<file path="config.mk">
export PLATFORM = sky130hd
export DESIGN_NAME = lsu_dccm_stbuf
export DESIGN_NICKNAME = d
export VERILOG_FILES = /design/src/rtl/lsu_dccm_stbuf.sv
export SDC_FILE = /design/constraint.sdc
export NUM_CORES = 1
export LEC_CHECK = 0
export CAP_MARGIN = 10
export CORE_MARGIN = 2
export CORE_UTILIZATION = 29
export CTS_CLUSTER_DIAMETER = 200
export DETAILED_ROUTE_END_ITERATION = 6
export SETUP_SLACK_MARGIN = 0.4
export SLEW_MARGIN = 20
export SYNTH_ARGS = -nofsm -noshare
export SYNTH_HDL_FRONTEND = slang
export SYNTH_SLANG_ARGS = --single-unit
</file>
<file path="constraint.sdc">
create_clock -name clk -period 2.4 [get_ports clk]
set_input_delay 0.36 -clock clk [delete_from_list [all_inputs] [get_ports clk]]
set_output_delay 0.36 -clock clk [all_outputs]
set_load 0.03 [all_outputs]
</file>
<file path="src/rtl/lsu_dccm_stbuf.sv">
`default_nettype none
// ============================================================================
//  Module   : lsu_dccm_stbuf
//  Purpose  : Store buffer in front of the DCCM write port. It accepts
//             ECC-encoded store words from the LSU and drains them in order
//             into the DCCM. It gives the DCCM to loads except when the
//             buffer is full, and it flags a load that overlaps any pending
//             store so the LSU can replay that load.
//  Ports    : clk, rst                      - clock, synchronous active-high reset
//             st_valid/st_ready/st_addr/st_data - store push handshake
//             freeze                        - stalls draining (push still allowed)
//             rd_req/rd_addr_lo/rd_addr_hi  - load request and its two word addresses
//             rd_grant/rd_hazard            - load may read / load must replay
//             dccm_wren/dccm_wr_addr/dccm_wr_data - DCCM write port
//             empty                         - no pending stores
//  Revision : 1.0 - initial release
// ============================================================================
module lsu_dccm_stbuf #(
    parameter int ADDR_W = 16,
    parameter int DATA_W = 39,
    parameter int DEPTH  = 4
) (
    input  logic              clk,
    input  logic              rst,
    input  logic              st_valid,
    output logic              st_ready,
    input  logic [ADDR_W-1:0] st_addr,
    input  logic [DATA_W-1:0] st_data,
    input  logic              freeze,
    input  logic              rd_req,
    input  logic [ADDR_W-1:0] rd_addr_lo,
    input  logic [ADDR_W-1:0] rd_addr_hi,
    output logic              rd_grant,
    output logic              rd_hazard,
    output logic              dccm_wren,
    output logic [ADDR_W-1:0] dccm_wr_addr,
    output logic [DATA_W-1:0] dccm_wr_data,
    output logic              empty
);

    localparam int             PTR_W   = $clog2(DEPTH);
    localparam logic [PTR_W:0] c_DEPTH = (PTR_W + 1)'(DEPTH);

    logic [ADDR_W-1:0] r_addr [DEPTH];
    logic [DATA_W-1:0] r_data [DEPTH];
    logic [PTR_W-1:0]  r_wr_ptr;
    logic [PTR_W-1:0]  r_rd_ptr;
    logic [PTR_W:0]    r_count;

    logic              w_full;
    logic              w_empty;
    logic              w_push;
    logic              w_drain;
    logic              w_hit_lo;
    logic              w_hit_hi;
    logic [DEPTH-1:0]  w_valid;

    assign w_full  = (r_count == c_DEPTH);
    assign w_empty = (r_count == '0);

    // Outputs are forced to their idle values while rst is high so a reset
    // arriving mid-drain never produces a partial DCCM write.
    assign w_push  = ~rst & st_valid & ~w_full;
    assign w_drain = ~rst & ~w_empty & ~freeze & (~rd_req | w_full);

    assign st_ready     = rst | ~w_full;
    assign empty        = rst | w_empty;
    assign dccm_wren    = w_drain;
    assign dccm_wr_addr = w_empty ? '0 : r_addr[r_rd_ptr];
    assign dccm_wr_data = w_empty ? '0 : r_data[r_rd_ptr];

    // Word-granular hazard compare against every occupied slot (including
    // the head that may be draining this cycle) and the store being pushed.
    // A slot is occupied when its distance from rd_ptr is below count.
    always_comb begin
        w_valid  = '0;
        w_hit_lo = w_push & (st_addr[ADDR_W-1:2] == rd_addr_lo[ADDR_W-1:2]);
        w_hit_hi = w_push & (st_addr[ADDR_W-1:2] == rd_addr_hi[ADDR_W-1:2]);
        for (int i = 0; i < DEPTH; i++) begin
            w_valid[i] = ({1'b0, PTR_W'(i) - r_rd_ptr} < r_count);
            if (w_valid[i] && (r_addr[i][ADDR_W-1:2] == rd_addr_lo[ADDR_W-1:2]))
                w_hit_lo = 1'b1;
            if (w_valid[i] && (r_addr[i][ADDR_W-1:2] == rd_addr_hi[ADDR_W-1:2]))
                w_hit_hi = 1'b1;
        end
    end

    assign rd_hazard = ~rst & rd_req & (w_hit_lo | w_hit_hi);
    assign rd_grant  = rd_req & ~rd_hazard & ~w_drain;

    always_ff @(posedge clk) begin
        if (rst) begin
            r_wr_ptr <= '0;
            r_rd_ptr <= '0;
            r_count  <= '0;
        end else begin
            if (w_push)
                r_wr_ptr <= r_wr_ptr + PTR_W'(1);
            if (w_drain)
                r_rd_ptr <= r_rd_ptr + PTR_W'(1);
            case ({w_push, w_drain})
                2'b10:   r_count <= r_count + (PTR_W + 1)'(1);
                2'b01:   r_count <= r_count - (PTR_W + 1)'(1);
                default: r_count <= r_count;
            endcase
        end
    end

    // Storage needs no reset: unoccupied slots are masked by w_valid and
    // the write-port outputs are zeroed while empty.
    always_ff @(posedge clk) begin
        if (w_push) begin
            r_addr[r_wr_ptr] <= st_addr;
            r_data[r_wr_ptr] <= st_data;
        end
    end

endmodule
`default_nettype wire

</file>
==> metrics.txt <==
final instance area 0.0155 mm^2; crit path to rd_grant; overall power 0.0112 W; fin cells 1,369; dominant cells by area after synthesis edfxtp_1 62%, mux4_2 12%, xnor2_1 8.3%; CP arrival 2500 ps; VDD IR max 0.000622 V; DIE AREA 0.0385 mm^2; area delta synth->final 44.7%; number of global-route vias before repair 6,993; top cells by count, synth 220 x edfxtp_1, 102 x xnor2_1, 56 x nor2b_1, 55 x mux4_2, 42 x xor2_1; layout cells sized above 1 42.4%; 1st-iter DRT viols 375; post-synth cell types 38; Mean Syn Cell Area 16.6 um^2; placed cell count 1,285; Via density 4.67; die width 196 um; Clock Tree Buf Depth 3; Hold WC Path Type in2reg; fin nets 983; most common cell in the netlist edfxtp_1; # H-tree levels 1; RSZ-0062 raised after global routing yes; HPWL Detailed 20,100 um; syn_nets 747; area leader, netlist edfxtp_1; final WL 29,500 um; clk sinks 229; Num CTS Buffers 27; number of synthesized flops with an enable pin 220; grt total ovfl 0; initial antenna violation count 3; row cnt 70; Critical R2R Launch r_count[0]; Max FO, Critical Path 5; worst r2r dst r_count[2]; Routed WL per cell 21.6 um; total track usage 15.4%; Async S/R FF share, synth 0%; Critical Path Source rd_addr_hi[9]; I/O Buffers 147; Max Freq 349 MHz; final-report hold violation count 0; r2r worst-path depth 10; initial cell density of the core 29.3%; Setup crit start kind primary input; first-pass GRT wire length 43,800 um; Slew Limit Fails 0; measured slew at the worst slew-check pin 434 ps; Synth Instances 645; max_slew headroom 71.1%; Core ar. 0.0365 mm^2; DR DRC count 0; Worst-path clk slew 60 ps; DR pass1 iterations 4; PD cells 720 mW/mm^2; post-route minimum period 2860 ps; max_cap viols 0; placed instance area 0.0132 mm^2; Ys Warns 0; via count 6,390; Die Ht 196 um; post-route ant nets 0; dominant synthesized flop cell edfxtp_1; global placer's final weighted congestion 0.940; Yosys top cell area share 61.7%; CTS tree yes; Final Setup Violations 54; Setup CP Type in2out; Req. time, crit path 2040 ps; largest net degree at the start of global routing 35; post-synthesis sequential area ratio 63.4%; Final Cycle Share 119%; Synth Cell Area 0.0107 mm^2; Pleak 5.33 nW; FF+latch count, synth 229; I/O Pins 152; status finished with violations; worst-skew pair later-pin latency 540 ps; reg2reg setup slack 190 ps; Final WS setup -461 ps; CP Capture Type primary output; Final Skew 17.7 ps; root buffer cell clkbuf_16; final core occ 42.4%; failing checks setup timing
cell type report:
| type | instances | area, um^2 |
|---|---|---|
| Clock inverter | 15 | 215 |
| Clock buffer | 32 | 694 |
| Tap cell | 468 | 586 |
| Antenna cell | 2 | 5.00 |
| Timing Repair Buffer | 256 | 2840 |
| Sequential cell | 229 | 6800 |
| Multi-Input combinational cell | 358 | 4320 |
| Inverter | 9 | 33.8 |
| Fill cell | 3301 | 21000 |
stage by stage:
stage | TNS (ps) | hold WS, ps | worst slack [ps]
2_1_floorplan | -86.4 | 459 | -86.4
3_3_place_gp | -1430 | 559 | -604
3_5_place_dp | -1230 | 579 | -561
4_1_cts | -8000 | 365 | -429
5_1_grt | -10830 | 387 | -571
6_report | -5370 | 397 | -461
cells in the final DEF (no fill, tap or decap), drive strengths merged, types with 11 or more instances in the layout:
master,synthesis,final
edfxtp,220,220
buf,41,169
xnor2,104,104
clkdlybuf4s50,0,73
nor2b,56,56
mux4,55,55
xor2,42,42
clkbuf,8,32
nand4,22,22
dlygate4sd2,0,14
nor4,14,14
nor2,12,12
inv,9,11
per-layer routing:
metal	GRT usage, %	wire length [um]
met1	19.8	12400
met3	3.63	1960
met4	5.08	855
met5	0	13
met2	25.6	14300
worst max-delay path, cell delays in order:
cell             delay [ps]
clkdlybuf4s50_1         580
xnor2_1                 340
nand2_1                 110
nor4_2                  260
a31oi_1                  80
o221a_1                 320
a32o_2                  300
buf_6                   140
cell families after synthesis:
logic type / count (synthesis) / share of synthesized area [%]
AND/OR/NAND/NOR: 127 / 7.20
flip-flops: 229 / 63.4
buffers and inverters: 58 / 3.24
multiplexers: 56 / 11.7
AO/OA/AOI/OAI: 19 / 1.17
XOR/XNOR: 146 / 12.1
adder cells (fa/ha/maj): 10 / 1.24
where the power goes:
group	total [W]	switching (W)	internal [W]
Combinational	0.00238	0.00122	0.00116
Clock	0.00420	0.00160	0.00260
Sequential	0.00457	0.0000624	0.00451
flip-flops by register name (all words and copies together) (netlist names), named ones only:
name / flops
r_addr: 64
r_count: 3
r_data: 156
r_rd_ptr: 2
r_wr_ptr: 2
worst min-delay path by stage:
stage | to | cells past startpoint | startpoint | slack, ps
3_3_place_gp | r_wr_ptr[1] | 2 | r_wr_ptr[1] | 560
3_5_place_dp | r_wr_ptr[1] | 2 | r_wr_ptr[1] | 580
4_1_cts | r_addr[3][11] | 1 | st_addr[11] | 370
6_report | r_addr[3][11] | 1 | st_addr[11] | 400
2_1_floorplan | r_addr[0][0] | 0 | st_addr[0] | 460
5_1_grt | r_addr[3][11] | 1 | st_addr[11] | 390
what timing repair did:
| action | in CTS | in global routing |
|---|---|---|
| pin swaps | 30 | 1 |
| hold buffers | 0 | 0 |
| gates cloned | 5 | 0 |
| endpoints found under the setup margin | 62 | 62 |
| resized for setup | 376 | 122 |
| buffers inserted | 24 | 6 |
(Power assumes the default switching activity.)
